**src/rtl/alu_pkg.sv**
```systemverilog
// Shared types, opcode encodings and event tables for the ALU core.
// The testbench imports the same tables so both sides share one definition of an "event".
package alu_pkg;

  typedef enum logic [1:0] {
    OPA_AND  = 2'b00,
    OPA_NAND = 2'b01,
    OPA_OR   = 2'b10,
    OPA_XOR  = 2'b11
  } op_a_e;

  typedef enum logic [1:0] {
    OPB_XNOR = 2'b00,
    OPB_AND  = 2'b01,
    OPB_NOR  = 2'b10,
    OPB_OR   = 2'b11
  } op_b_e;

  typedef enum logic {
    MODE_A = 1'b0,
    MODE_B = 1'b1
  } mode_e;

  typedef logic [7:0] irq_src_t;

  // Result values that raise an event, indexed by opcode.
  localparam logic [7:0] EVT_A [4] = '{8'hFF, 8'h00, 8'hF8, 8'h83};
  localparam logic [7:0] EVT_B [4] = '{8'hF1, 8'hF4, 8'hF5, 8'hFF};

endpackage

```
**src/rtl/alu_if.sv**
```systemverilog
// Operation/interrupt bus between the ALU core and whatever drives it.
// Clock and reset stay outside the interface as plain ports.
interface alu_if #(parameter int DATA_W = 8);

  logic              alu_enable;
  logic              alu_enable_a;
  logic              alu_enable_b;
  logic [1:0]        alu_op_a;
  logic [1:0]        alu_op_b;
  logic [DATA_W-1:0] alu_in_a;
  logic [DATA_W-1:0] alu_in_b;
  logic              alu_irq_clr;
  logic [DATA_W-1:0] alu_out;
  logic              alu_irq;
  logic [7:0]        alu_irq_src;
  logic              alu_mode_err;

  modport master (
    output alu_enable, alu_enable_a, alu_enable_b, alu_op_a, alu_op_b,
           alu_in_a, alu_in_b, alu_irq_clr,
    input  alu_out, alu_irq, alu_irq_src, alu_mode_err
  );

  modport slave (
    input  alu_enable, alu_enable_a, alu_enable_b, alu_op_a, alu_op_b,
           alu_in_a, alu_in_b, alu_irq_clr,
    output alu_out, alu_irq, alu_irq_src, alu_mode_err
  );

endinterface

```
**src/rtl/alu_event_detect.sv**
```systemverilog
// Combinational event matcher: flags {opcode, result} pairs listed in the event tables.
// Output is one-hot; bits [3:0] for mode a, [7:4] for mode b, indexed by opcode.
module alu_event_detect
  import alu_pkg::*;
(
  input  mode_e      mode_i,
  input  logic [1:0] op_i,
  input  logic [7:0] result_i,
  output irq_src_t   hit_o
);

  always_comb begin
    hit_o = '0;
    if (mode_i == MODE_A) begin
      if (result_i == EVT_A[op_i]) hit_o[{1'b0, op_i}] = 1'b1;
    end else begin
      if (result_i == EVT_B[op_i]) hit_o[{1'b1, op_i}] = 1'b1;
    end
  end

endmodule

```
**src/rtl/alu_core.sv**
```systemverilog
// Two-bank bitwise ALU with registered result, sticky event interrupt and mode-error flag.
// All outputs are registered; no input reaches an output combinationally.
module alu_core
  import alu_pkg::*;
#(
  parameter int DATA_W = 8
) (
  input logic   clk,
  input logic   rst_n,
  alu_if.slave  bus
);

  // The event table only has meaning for byte-wide results.
  if (DATA_W != 8) begin : g_width_check
    $error("alu_core: DATA_W must be 8");
  end

  logic              valid;
  logic              illegal;
  mode_e             mode;
  logic [1:0]        op_sel;
  logic [DATA_W-1:0] result;
  irq_src_t          hit_raw;
  irq_src_t          hit;

  logic [DATA_W-1:0] out_d, out_q;
  irq_src_t          src_d, src_q;
  logic              irq_d, irq_q;
  logic              err_d, err_q;

  assign valid   = bus.alu_enable & (bus.alu_enable_a ^ bus.alu_enable_b);
  assign illegal = bus.alu_enable & ~(bus.alu_enable_a ^ bus.alu_enable_b);
  assign mode    = bus.alu_enable_b ? MODE_B : MODE_A;
  assign op_sel  = (mode == MODE_A) ? bus.alu_op_a : bus.alu_op_b;

  always_comb begin
    result = '0;
    if (mode == MODE_A) begin
      case (op_a_e'(bus.alu_op_a))
        OPA_AND:  result = bus.alu_in_a & bus.alu_in_b;
        OPA_NAND: result = ~(bus.alu_in_a & bus.alu_in_b);
        OPA_OR:   result = bus.alu_in_a | bus.alu_in_b;
        OPA_XOR:  result = bus.alu_in_a ^ bus.alu_in_b;
        default:  result = '0;
      endcase
    end else begin
      case (op_b_e'(bus.alu_op_b))
        OPB_XNOR: result = ~(bus.alu_in_a ^ bus.alu_in_b);
        OPB_AND:  result = bus.alu_in_a & bus.alu_in_b;
        OPB_NOR:  result = ~(bus.alu_in_a | bus.alu_in_b);
        OPB_OR:   result = bus.alu_in_a | bus.alu_in_b;
        default:  result = '0;
      endcase
    end
  end

  alu_event_detect u_event_detect (
    .mode_i   (mode),
    .op_i     (op_sel),
    .result_i (result[7:0]),
    .hit_o    (hit_raw)
  );

  assign hit = valid ? hit_raw : '0;

  // A new event survives a simultaneous clear: clear first, then OR in the hit.
  always_comb begin
    out_d = valid ? result : out_q;
    src_d = (bus.alu_irq_clr ? irq_src_t'('0) : src_q) | hit;
    irq_d = |src_d;
    err_d = illegal;
  end

  always_ff @(posedge clk) begin
    if (!rst_n) begin
      out_q <= '0;
      src_q <= '0;
      irq_q <= 1'b0;
      err_q <= 1'b0;
    end else begin
      out_q <= out_d;
      src_q <= src_d;
      irq_q <= irq_d;
      err_q <= err_d;
    end
  end

  assign bus.alu_out      = out_q;
  assign bus.alu_irq_src  = src_q;
  assign bus.alu_irq      = irq_q;
  assign bus.alu_mode_err = err_q;

endmodule

```
**src/flat_wrapper.sv**
```systemverilog
// flat-port wrapper written by rule: the top's interface ports become plain ports
module alu_core_flat import alu_pkg::*;
#(
  parameter int DATA_W = 8
)
  (clk, rst_n, bus_alu_enable, bus_alu_enable_a, bus_alu_enable_b, bus_alu_op_a, bus_alu_op_b, bus_alu_in_a, bus_alu_in_b, bus_alu_irq_clr, bus_alu_out, bus_alu_irq, bus_alu_irq_src, bus_alu_mode_err);
  alu_if #(.DATA_W(DATA_W)) bus_i ();
  input logic clk;
  input logic rst_n;
  input wire logic [$bits(bus_i.alu_enable)-1:0] bus_alu_enable;
  input wire logic [$bits(bus_i.alu_enable_a)-1:0] bus_alu_enable_a;
  input wire logic [$bits(bus_i.alu_enable_b)-1:0] bus_alu_enable_b;
  input wire logic [$bits(bus_i.alu_op_a)-1:0] bus_alu_op_a;
  input wire logic [$bits(bus_i.alu_op_b)-1:0] bus_alu_op_b;
  input wire logic [$bits(bus_i.alu_in_a)-1:0] bus_alu_in_a;
  input wire logic [$bits(bus_i.alu_in_b)-1:0] bus_alu_in_b;
  input wire logic [$bits(bus_i.alu_irq_clr)-1:0] bus_alu_irq_clr;
  output wire logic [$bits(bus_i.alu_out)-1:0] bus_alu_out;
  output wire logic [$bits(bus_i.alu_irq)-1:0] bus_alu_irq;
  output wire logic [$bits(bus_i.alu_irq_src)-1:0] bus_alu_irq_src;
  output wire logic [$bits(bus_i.alu_mode_err)-1:0] bus_alu_mode_err;
  assign bus_i.alu_enable = bus_alu_enable;
  assign bus_i.alu_enable_a = bus_alu_enable_a;
  assign bus_i.alu_enable_b = bus_alu_enable_b;
  assign bus_i.alu_op_a = bus_alu_op_a;
  assign bus_i.alu_op_b = bus_alu_op_b;
  assign bus_i.alu_in_a = bus_alu_in_a;
  assign bus_i.alu_in_b = bus_alu_in_b;
  assign bus_i.alu_irq_clr = bus_alu_irq_clr;
  assign bus_alu_out = bus_i.alu_out;
  assign bus_alu_irq = bus_i.alu_irq;
  assign bus_alu_irq_src = bus_i.alu_irq_src;
  assign bus_alu_mode_err = bus_i.alu_mode_err;
  alu_core #(.DATA_W(DATA_W)) u_core (.clk(clk), .rst_n(rst_n), .bus(bus_i));
endmodule
```
**config.mk**
```make
export PLATFORM = sky130hd
export DESIGN_NAME = alu_core_flat
export DESIGN_NICKNAME = d
export VERILOG_FILES = /design/src/rtl/alu_pkg.sv /design/src/rtl/alu_if.sv /design/src/rtl/alu_event_detect.sv /design/src/rtl/alu_core.sv /design/src/flat_wrapper.sv
export SDC_FILE = /design/constraint.sdc
export NUM_CORES = 1
export LEC_CHECK = 0
export ABC_AREA = 1
export ABC_CLOCK_PERIOD_IN_PS = 6450
export CORE_ASPECT_RATIO = 1.2
export CORE_MARGIN = 2
export CORE_UTILIZATION = 55
export DETAILED_ROUTE_END_ITERATION = 16
export PLACE_DENSITY_LB_ADDON = 0.2
export SKIP_CTS_REPAIR_TIMING = 1
export SYNTH_ARGS = -nofsm -noshare
export SYNTH_HDL_FRONTEND = slang
export SYNTH_SLANG_ARGS = --single-unit
```
**constraint.sdc**
```tcl
create_clock -name clk -period 6.45 [get_ports clk]
set_clock_uncertainty 0.05 [all_clocks]
set_input_delay 1.29 -clock clk [delete_from_list [all_inputs] [get_ports clk]]
set_output_delay 1.29 -clock clk [all_outputs]
set_load 0.03 [all_outputs]
```
==> results.env, run 1 <==
OUTCOME='finished, final reports clean'
YOSYSSEQAREASHARE=0.1767
SYNTHSIMPLEGATEAREAFRAC=0.3902
POSTSYNTHCELLCOUNT=356
TOTAL_LEAKAGE_POWER_nW=1.378
ANT_NETS=0
BUFFER_PORTS.INSERTED=43
REG2REGPATHDEPTH=6
VIAS=2225
DRCVIOLATIONCOUNT=0
SETUP.REG_TO_REG.WORST_SLACK_NS=5.56
POWER.IR.VDD_WORST_uV=72.97
NUM_IO_PINS=44
CP-END-KIND='flip-flop'
POST-ROUTE-PERIOD-UTIL=0.6547
CRIT_PATH_CELL_TRACE='clkdlybuf4s50_1 > inv_1 > o21ai_1 > inv_1 > ha_1 > inv_1 > nand3_1 > nand2_1 > nand3_1 > nor2_2 > nand3_1 > nand2_1 > nor2_1 > nand2_1 > nor2_1 > nor2_1'
SYNTH.CELL_AREA_MM2=0.002039
SYNTH_NETS=405
REG_TO_REG_STARTPOINT='u_core.bus.alu_irq_src[2]'
RSZ0062_AT_GRT='no'
TIGHTEST_SLEW_NS=0.6937
CP_TOP_FAMILY='buffers and inverters'
YS_FF_LATCH=18
GLOBALROUTEOVERFLOWTOTAL=0
AVGSYNTHCELLAREA_UM2=5.729
POST-DP-HPWL_UM=3874
LAYOUT-AREA-OVERHEAD-VS-SYNTH_PCT=23.74
GLOBALROUTETOTALUTIL=0.2377
CRIT_CELLS=16
CTS-HTREE-LEVELS=1
NUM_ROWS=24
SYNTH.AREA.MUX_SHARE=0
ANTENNA_CELLS=0
FINAL_CELL_MIX='100 x sky130_fd_sc_hd__nand2_1, 66 x sky130_fd_sc_hd__inv_1, 43 x sky130_fd_sc_hd__clkdlybuf4s50_1, 41 x sky130_fd_sc_hd__nand3_1, 28 x sky130_fd_sc_hd__nor2_1'
PATH_BUF_INV=4
SYNTHDISTINCTLIBCELLS=25
TIMING.CRITICAL_PATH.FROM_TYPE='input pin'
NUMCLOCKSINKS=18
CAP_VIOL_MAX_COUNT=0
CRIT-REG2REG-CAPTURE='u_core.bus.alu_irq'
STARTING_DENSITY_OF_THE_CORE=0.5660
FLOORPLAN.DIE.HEIGHT_UM=70.71
FINAL_UTIL=0.7003
CP.ARRIVAL_NS=4.37
POSTLAYOUTCELLAREA_MM2=0.002524
SYNTH_FA_HA_AREA_FRAC=0.1411
WORST_SKEW_PAIR_LATENCY_NS=0.25
SETUP_VIOL=0
FINAL.SETUP.WORST_SLACK_NS=2.227
FILLER_CELL_COUNT=329
TRITONCTS='yes'
FIRST_GLOBAL_VIAS=2013
SYNTH_COMPOUND_AREA_FRAC=0.1344
CTS_ROOT_BUF='sky130_fd_sc_hd__clkbuf_8'
POWER.DENSITY_mW_PER_MM2=139.4
CHIPWIDTH_UM=59.59
SYNTHDOMINANTCELLAREASHARE=0.1840
TOTAL_CTS_BUFFERS=3
CP-STARTPOINT='bus_alu_enable_b'
DETAIL_ROUTE.WIRELENGTH_UM=4662
FIRST_ITER_VIOLATIONS=118
PLACED_CELL_AREA_MM2=0.002469
DRIVE_GT1_FRAC=0.04569
TIMING.HOLD.WS_NS=0.4416
YS_WARN_COUNT=0
DOMINANT_COMBINATIONAL_CELL_FAMILY_BY_AREA_AFTER_SYNTHESIS='simple AND/OR/NAND/NOR gates'
LEADING_CELL_TYPE_IN_THE_LAYOUT_FILL_AND_TAPS_EXCLUDED='sky130_fd_sc_hd__nand2_1'
WORST_SLEW_SLACK_AS_A_FRACTION_OF_ITS_LIMIT=0.5358
WORST_PATH_LARGEST_CELL_DELAY_NS=0.87
TIMING.CRITICAL_PATH.TO='u_core.bus.alu_irq'
FIRSTDRTPASSITERS=5
FP.DIEAREA_MM2=0.004213
GRT_START_MAX_NET_PINS=17
FINALHOLDVIOLCOUNT=0
SYNTH_LARGEST_AREA_CELL='sky130_fd_sc_hd__nand2_1'
MIN_PERIOD_NS=4.223
GRT_PASS1_WL_UM=8017
HIGHEST_NET_FANOUT_ALONG_THE_WORST_PATH=16
AVGROUTEDWIREPERCELL_UM=10.77
GLOBALPLACE.CONGESTION=0.9270
FIN_TNS_SETUP_NS=0
DRT-VIAS-PER-INSTANCE=5.139
TIMING.CRITICAL_PATH.SLOWEST_STAGE_CELL='sky130_fd_sc_hd__clkdlybuf4s50_1'
CRITICAL_PATH_REQUIRED_NS=6.59
FINISH.NET_COUNT=444
CORE_REGION_AREA_MM2=0.003603
SYNTH_XOR_AREA_FRAC=0.004294
TIMING.FINAL.MAX_SLEW_VIOLATIONS=0
GRT_ANTENNA_BEFORE_REPAIR=0
MIN-DELAY-PATH-CLASS='flip-flop to flip-flop'
CTS.CLK_SLEW.WORST_PATHS_NS=0.06
SYNTH_AREA_LEADERS='sky130_fd_sc_hd__nand2_1 18%, sky130_fd_sc_hd__dfxtp_1 18%, sky130_fd_sc_hd__ha_1 14%'
CLOCK_PATH_BUFFERS=2
MAX_FREQ_MHz=236.8
POST-PLACE-WS_NS=2.003
TIMING.SETUP.CRITICAL_PATH_CLASS='input pin to flip-flop'
[cells in the mapped netlist]
cell	instances
sky130_fd_sc_hd__nand2_1	100
sky130_fd_sc_hd__inv_1	66
sky130_fd_sc_hd__nand3_1	41
sky130_fd_sc_hd__nor2_1	28
sky130_fd_sc_hd__a21oi_1	23
sky130_fd_sc_hd__ha_1	23
sky130_fd_sc_hd__dfxtp_1	18
sky130_fd_sc_hd__o21ai_0	17
sky130_fd_sc_hd__nor2_2	6
sky130_fd_sc_hd__o21a_1	5
sky130_fd_sc_hd__buf_2	4
sky130_fd_sc_hd__nand4_1	4
sky130_fd_sc_hd__buf_4	3
sky130_fd_sc_hd__inv_2	3
sky130_fd_sc_hd__clkbuf_1	2
sky130_fd_sc_hd__nand2_2	2
sky130_fd_sc_hd__nor2_4	2
sky130_fd_sc_hd__o211ai_1	2
sky130_fd_sc_hd__a21o_1	1
sky130_fd_sc_hd__clkinv_1	1
sky130_fd_sc_hd__nand3b_1	1
sky130_fd_sc_hd__nor3_1	1
sky130_fd_sc_hd__o21ai_1	1
sky130_fd_sc_hd__o21ai_2	1
sky130_fd_sc_hd__xnor2_1	1
[metrics by stage]
stage | power (W) | std cells
2_1_floorplan | 0.0002171 | 356
6_report | 0.0003517 | 433
4_1_cts | 0.0003526 | 433
3_5_place_dp | 0.0002622 | 429
3_3_place_gp | 0.0002599 | 429
5_1_grt | 0.0003745 | 433
[worst min-delay path, cell delays in order (launching register included)]
cell	delay [ns]
sky130_fd_sc_hd__dfxtp_1	0.31
sky130_fd_sc_hd__nand2_1	0.08
sky130_fd_sc_hd__a21oi_1	0.06
[where the power goes]
part	switching (W)	internal, W	total [W]
clock	0.0000370	0.0000543	0.0000913
combinational	0.0000868	0.0000555	0.000142
sequential	0.00000204	0.000116	0.000118
total	0.000126	0.000226	0.000352
[layout make-up]
cell class                 count  area [µm²]  share of cell area
timing repair buffer          43       430.4              0.1706
tap                           39       48.80             0.01934
multi-input combinational    259        1366              0.5414
sequential                    18       360.3              0.1428
clock buffer                   4       55.05             0.02181
inverter                      70       262.8              0.1041
[worst min path at each step]
stage | start | to | slack (ns) | cells after the start
global route | u_core.bus.alu_irq_src[5] | u_core.bus.alu_irq_src[5] | 0.45 | 2
floorplan | u_core.bus.alu_irq_src[0] | u_core.bus.alu_irq_src[0] | 0.57 | 2
CTS | u_core.bus.alu_irq_src[5] | u_core.bus.alu_irq_src[5] | 0.44 | 2
finish | u_core.bus.alu_irq_src[4] | u_core.bus.alu_irq_src[4] | 0.44 | 2
detailed placement | u_core.bus.alu_irq_src[5] | u_core.bus.alu_irq_src[5] | 0.43 | 2
global placement | u_core.bus.alu_irq_src[4] | u_core.bus.alu_irq_src[4] | 0.43 | 2
[logic make-up (layout without fill, tap and decap cells)]
group | after synthesis | in the layout
AOI/OAI and AO/OA | 50 | 50
xor gates and xnor gates | 1 | 1
adders and majority gates | 23 | 23
buffers and inverters | 79 | 117
DFF | 18 | 18
and+or+nand+nor | 185 | 185
[state kept, by name, indices dropped and copies added, names as in the netlist]
register,count
u_core.bus.alu_irq,1
u_core.bus.alu_irq_src,8
u_core.bus.alu_mode_err,1
u_core.bus.alu_out,8
[metal layers]
metal  GRT usage  wire length (µm)
met1      0.2626              1939
met2      0.4469              2367
met3     0.02011               250
met4     0.09877               104
met5           0                 0
Note: power is estimated with default switching activity, not from simulation.
==> inputs of run 2 (changes only) <==
ABC_CLOCK_PERIOD_IN_PS = 4400   (was 6450)
CORE_UTILIZATION = 52   (was 55)
clock period = 4.4 ns   (was 6.45 ns; I/O delays follow)
==> run 2 against run 1 <==
  * Worst hold slack lost 0.00099 ns
  * Cell area grew 0.69%
  * Critical path type unchanged
  * Via count shrank 0.63%
  * Flip-flop and latch count is the same
  * Critical path depth is the same
==> results.env, run 2 (same netlist as run 1, synthesis figures left out) <==
DESIGN_POWER_TOTAL_W=0.0004982
ANTENNA_CELLS=0
RSZ0062_AT_GRT='no'
FIN_TNS_SETUP_NS=0
TIMING.CRITICAL_PATH.TO='u_core.bus.alu_irq'
TOTAL_LEAKAGE_POWER_nW=1.381
SETUP.REG_TO_REG.WORST_SLACK_NS=3.50
GLOBALROUTEOVERFLOWTOTAL=0
SETUP_VIOL=0
FP.DIEAREA_MM2=0.004441
CP-END-KIND='flip-flop'
LEADING_CELL_TYPE_IN_THE_LAYOUT_FILL_AND_TAPS_EXCLUDED='sky130_fd_sc_hd__nand2_1'
TIMING.CRITICAL_PATH.FROM_TYPE='input pin'
WL_MET3_UM=222
LAYOUT-AREA-OVERHEAD-VS-SYNTH_PCT=24.60
TIMING.SETUP.CRITICAL_PATH_CLASS='input pin to flip-flop'
FIRST_GLOBAL_VIAS=2046
CORE_REGION_AREA_MM2=0.003694
GRT_PASS1_WL_UM=8252
FINAL_CELL_MIX='100 x sky130_fd_sc_hd__nand2_1, 66 x sky130_fd_sc_hd__inv_1, 43 x sky130_fd_sc_hd__clkdlybuf4s50_1, 41 x sky130_fd_sc_hd__nand3_1, 28 x sky130_fd_sc_hd__nor2_1'
FINALHOLDVIOLCOUNT=0
CRITICAL_PATH_REQUIRED_NS=4.54
CP.ARRIVAL_NS=3.66
CRIT-REG2REG-CAPTURE='u_core.bus.alu_irq'
GRT_ANTENNA_BEFORE_REPAIR=0
MAX_FREQ_MHz=284.2
HIGHEST_NET_FANOUT_ALONG_THE_WORST_PATH=11
CTS-HTREE-LEVELS=1
CP-STARTPOINT='bus_alu_op_b[0]'
WORST_SLEW_SLACK_AS_A_FRACTION_OF_ITS_LIMIT=0.5657
NUMCLOCKSINKS=18
REG_TO_REG_STARTPOINT='u_core.bus.alu_irq_src[6]'
AVGROUTEDWIREPERCELL_UM=10.81
WORST_SKEW_PAIR_LATENCY_NS=0.25
NUM_IO_PINS=44
STARTING_DENSITY_OF_THE_CORE=0.5522
POST-DP-HPWL_UM=3929
TRITONCTS='yes'
DETAIL_ROUTE.WIRELENGTH_UM=4830
BUFFER_PORTS.INSERTED=43
CLOCK_PATH_BUFFERS=2
TIMING.FINAL.MAX_SLEW_VIOLATIONS=0
GLOBALROUTETOTALUTIL=0.2368
TIGHTEST_SLEW_NS=0.6446
ROUTE.MET2.WL_UM=2542
OUTCOME='finished, final reports clean'
CAP_VIOL_MAX_COUNT=0
FINAL_CELL_COUNT_NO_FILL=447
NUM_ROWS=24
CHIPWIDTH_UM=61.17
TOPROUTINGLAYERUSED='met4'
FILLER_CELL_COUNT=338
DRIVE_GT1_FRAC=0.04810
WL_MET1_UM=2019
DRCVIOLATIONCOUNT=0
POSTLAYOUTCELLAREA_MM2=0.002541
FINISH.NET_COUNT=446
POST-ROUTE-PERIOD-UTIL=0.7996
PLACED_CELL_AREA_MM2=0.002500
POWER.IR.VDD_WORST_uV=91.52
GRT_START_MAX_NET_PINS=16
FIRST_ITER_VIOLATIONS=86
CTS.CLK_SLEW.WORST_PATHS_NS=0.06
FINAL_UTIL=0.6880
REG2REGPATHDEPTH=6
ANT_NETS=0
TOTAL_CTS_BUFFERS=3
VIAS=2211
FLOORPLAN.DIE.HEIGHT_UM=72.61
DRT-VIAS-PER-INSTANCE=4.946
CTS_ROOT_BUF='sky130_fd_sc_hd__clkbuf_8'
FIRSTDRTPASSITERS=4
PLACEDCELLCOUNT=444
MIN_PERIOD_NS=3.518
POWER.DENSITY_mW_PER_MM2=196.1
MIN-DELAY-PATH-CLASS='flip-flop to flip-flop'
GLOBALPLACE.CONGESTION=0.8993
## run 2: worst max-delay path: stages
cell and delay, ns:
sky130_fd_sc_hd__clkdlybuf4s50_1 0.72, sky130_fd_sc_hd__inv_1 0.25, sky130_fd_sc_hd__o21ai_1 0.47, sky130_fd_sc_hd__inv_1 0.18, sky130_fd_sc_hd__ha_1 0.32, sky130_fd_sc_hd__inv_1 0.06
sky130_fd_sc_hd__nand3_1 0.07, sky130_fd_sc_hd__nand2_1 0.08, sky130_fd_sc_hd__nand3_1 0.07, sky130_fd_sc_hd__nor2_2 0.15, sky130_fd_sc_hd__nand3_1 0.12, sky130_fd_sc_hd__nand2_1 0.08
sky130_fd_sc_hd__nor2_1 0.05, sky130_fd_sc_hd__nand2_1 0.05, sky130_fd_sc_hd__nor2_1 0.04, sky130_fd_sc_hd__nor2_1 0.07
## run 2: per-stage QoR
| step | worst slack, ns | hold WS (ns) |
|---|---|---|
| floorplan | 1.630 | 0.5657 |
| global placement | 0.7507 | 0.4272 |
| detailed placement | 0.6530 | 0.4280 |
| CTS | 0.9061 | 0.4406 |
| global route | 0.5049 | 0.4608 |
| finish | 0.8819 | 0.4406 |
## run 2: power by group
group / switching (W) / internal [W] / leakage (nW)
clock: 0.0000525 / 0.0000608 / 0.0216
sequential: 0.00000313 / 0.000170 / 0.147
combinational: 0.000129 / 0.0000827 / 1.21
## run 2: area by class of cell
cell class              count  area (µm²)  area share
multi-input cells         259        1366      0.5377
repair buffers             45       445.4      0.1753
flip-flops and latches     18       360.3      0.1418
inverters                  70       262.8      0.1034
well taps                  52       65.06     0.02560
clock buffers               3       41.29     0.01625
## run 2: worst min-delay path by stage
stage                                         start                         to  cells after the start
final                     u_core.bus.alu_irq_src[4]  u_core.bus.alu_irq_src[4]                      2
after global routing      u_core.bus.alu_irq_src[4]  u_core.bus.alu_irq_src[4]                      2
after CTS                 u_core.bus.alu_irq_src[4]  u_core.bus.alu_irq_src[4]                      2
after detailed placement      u_core.bus.alu_out[3]      u_core.bus.alu_out[3]                      2
after global placement    u_core.bus.alu_irq_src[4]  u_core.bus.alu_irq_src[4]                      2
after floorplan           u_core.bus.alu_irq_src[0]  u_core.bus.alu_irq_src[0]                      2
## run 2: routing by layer
| metal | vias up | GRT usage |
|---|---|---|
| met4 | 0 | 0.07971 |
| met5 | - | 0 |
| met1 | 957 | 0.2662 |
| met2 | 61 | 0.4480 |
| met3 | 6 | 0.01950 |
| li1 | 1187 | - |
==> inputs of run 3 (changes only) <==
ABC_CLOCK_PERIOD_IN_PS = 3300   (was 4400)
clock period = 3.3 ns   (was 4.4 ns; I/O delays follow)
==> run 3 against run 2 <==
  * Sequential share of layout area decreased by 0.33 points
  * Critical path type unchanged
  * Cell count up 1.8%
  * Wire length fell by 0.14%
  * Sequential power increased by 34%
  * Cell area increased by 2.4%
  * Clock-buffer cell count is the same
  * Combinational power increased by 37%
  * Power grew 35%
  * Global-route usage grew 0.34 points
  * Worst hold slack improved by 0.0010 ns
  * Largest cell class unchanged
  * Die area did not move
  * First-iteration DRC count rose by 16%
==> results.env, run 3 (same netlist as run 1, synthesis figures left out) <==
P_SEQ_FRAC=0.343
DRCVIOLATIONCOUNT=0
FILLER_CELL_COUNT=346
FIRST_ITER_VIOLATIONS=100
ANT_NETS=0
VIAS=2306
CAP_VIOL_MAX_COUNT=0
HIGHEST_NET_FANOUT_ALONG_THE_WORST_PATH=10
AVGROUTEDWIREPERCELL_UM=10.60
CRITICAL_PATH_REQUIRED_NS=3.39
ANTENNA_CELLS=0
REG2REGPATHDEPTH=6
FIN_TNS_SETUP_NS=0
FINAL_UTIL=0.7043
NUMCLOCKSINKS=18
CTS.CLK_SLEW.WORST_PATHS_NS=0.06
GRT_ANTENNA_BEFORE_REPAIR=0
GLOBALPLACE.CONGESTION=0.9076
POWER.IR.VDD_WORST_uV=140.1
MIN-DELAY-PATH-CLASS='flip-flop to flip-flop'
GLOBALROUTEOVERFLOWTOTAL=0
TIGHTEST_SLEW_NS=0.3459
LEADING_CELL_TYPE_IN_THE_LAYOUT_FILL_AND_TAPS_EXCLUDED='sky130_fd_sc_hd__nand2_1'
TOTAL_LEAKAGE_POWER_nW=1.420
MAX_FREQ_MHz=370.3
OUTCOME='finished, final reports clean'
SETUP_VIOL=0
FINAL.SETUP.WORST_SLACK_NS=0.5992
NUM_ROWS=24
FINALHOLDVIOLCOUNT=0
DRT-VIAS-PER-INSTANCE=5.068
WORST_SKEW_PAIR_LATENCY_NS=0.25
POWER.DENSITY_mW_PER_MM2=258.5
PWR-SHARE-CLK=0.225
SWITCHING_POWER_W=0.0002465
CP-END-KIND='flip-flop'
FINAL_CELL_MIX='100 x sky130_fd_sc_hd__nand2_1, 66 x sky130_fd_sc_hd__inv_1, 43 x sky130_fd_sc_hd__clkdlybuf4s50_1, 41 x sky130_fd_sc_hd__nand3_1, 28 x sky130_fd_sc_hd__nor2_1'
WHS_PATH_DEPTH=2
POST-DP-HPWL_UM=4060
MIN_PERIOD_NS=2.701
POSTLAYOUTCELLAREA_MM2=0.002601
FIRST_GLOBAL_VIAS=2149
GRT_START_MAX_NET_PINS=12
WORST_SLEW_SLACK_AS_A_FRACTION_OF_ITS_LIMIT=0.7687
TIMING.SETUP.CRITICAL_PATH_CLASS='input pin to flip-flop'
P_SW_FRAC=0.3665
WORST_PATH_LARGEST_CELL_DELAY_NS=0.54
CTS-HTREE-LEVELS=1
FLOORPLAN.DIE.HEIGHT_UM=72.61
FINISH.NET_COUNT=454
POST-PLACE-WS_NS=0.3565
TIMING.FINAL.MAX_SLEW_VIOLATIONS=0
CORE_REGION_AREA_MM2=0.003694
PLACED_CELL_AREA_MM2=0.002560
RSZ0062_AT_GRT='no'
CHIPWIDTH_UM=61.17
POST-ROUTE-PERIOD-UTIL=0.8184
TOTAL_CTS_BUFFERS=3
POWER_FRAC_COMB=0.432
TIMING.CRITICAL_PATH.FROM_TYPE='input pin'
CTS_ROOT_BUF='sky130_fd_sc_hd__clkbuf_8'
CP_TOP_FAMILY='buffers and inverters'
STARTING_DENSITY_OF_THE_CORE=0.5522
BUFFER_PORTS.INSERTED=43
GLOBALROUTETOTALUTIL=0.2402
FIRSTDRTPASSITERS=4
NUM_IO_PINS=44
DESIGN_POWER_TOTAL_W=0.0006725
DRIVE_GT1_FRAC=0.06700
GRT_PASS1_WL_UM=8466
DETAIL_ROUTE.WIRELENGTH_UM=4823
CP.ARRIVAL_NS=2.79
CLOCK_PATH_BUFFERS=2
CRIT_CELLS=17
TRITONCTS='yes'
CRIT_PATH_CELL_TRACE='clkdlybuf4s50_1 > buf_4 > nand2_1 > o21ai_0 > buf_4 > inv_1 > ha_1 > inv_1 > nand3_1 > nand2_1 > nor2_2 > nand4_1 > nand2_1 > nor2_1 > nand2_1 > nor2_1 > nor2_1'
FP.DIEAREA_MM2=0.004441
PATH_BUF_INV=5
TIMING.CRITICAL_PATH.SLOWEST_STAGE_CELL='sky130_fd_sc_hd__clkdlybuf4s50_1'
P_INT_W=0.0004260
PATH_COMMON_CELL='sky130_fd_sc_hd__nand2_1'
LAYOUT-AREA-OVERHEAD-VS-SYNTH_PCT=27.55
[run 3: cell types whose count changed in the layout (fill, tap and decap cells not counted)]
cell	previous run	this run
sky130_fd_sc_hd__buf_4	2	10
[run 3: layout make-up]
type | instances | area [µm²] | area share
Multi-Input combinational cell | 259 | 1366 | 0.5253
Timing Repair Buffer | 53 | 505.5 | 0.1943
Sequential cell | 18 | 360.3 | 0.1385
Inverter | 70 | 262.8 | 0.1010
Tap cell | 52 | 65.06 | 0.02501
Clock buffer | 3 | 41.29 | 0.01587
[run 3: path summary, 6_finish.rpt]
path / start / endpoint / slack [ns]
max: bus_alu_enable_b / u_core.bus.alu_irq / 0.60
min: u_core.bus.alu_irq_src[4] / u_core.bus.alu_irq_src[4] / 0.44
max reg2reg: u_core.bus.alu_irq_src[6] / u_core.bus.alu_irq / 2.37
min reg2reg: u_core.bus.alu_irq_src[4] / u_core.bus.alu_irq_src[4] / 0.44
[run 3: power groups by stage]
stage | registers [W] | logic (W) | clock network [W]
floorplan | 0.000254 | 0.000170 | 0
detailed placement | 0.000236 | 0.000289 | 0
global placement | 0.000236 | 0.000284 | 0
CTS | 0.000231 | 0.000291 | 0.000150
global route | 0.000232 | 0.000329 | 0.000157
finish | 0.000231 | 0.000290 | 0.000151
[run 3: metrics by stage]
| step | instances | hold slack [ns] |
|---|---|---|
| after floorplan | 356 | 0.5657 |
| after global placement | 452 | 0.4279 |
| after detailed placement | 452 | 0.4281 |
| after CTS | 455 | 0.4411 |
| after global routing | 455 | 0.4736 |
| final | 455 | 0.4416 |
[run 3: worst register-to-register path, delay by kind of cell, from the launching register on]
family | cells | cell delay (ns)
DFF | 1 | 0.31
and+or+nand+nor | 6 | 0.47
[run 3: routing by layer]
layer  track usage  up-vias  routed length (µm)
met1        0.2614     1023                1936
met3       0.01064        8                 229
li1              -     1209                   -
met5             0        -                   0
met4       0.07971        0                  75
met2        0.4704       66                2582
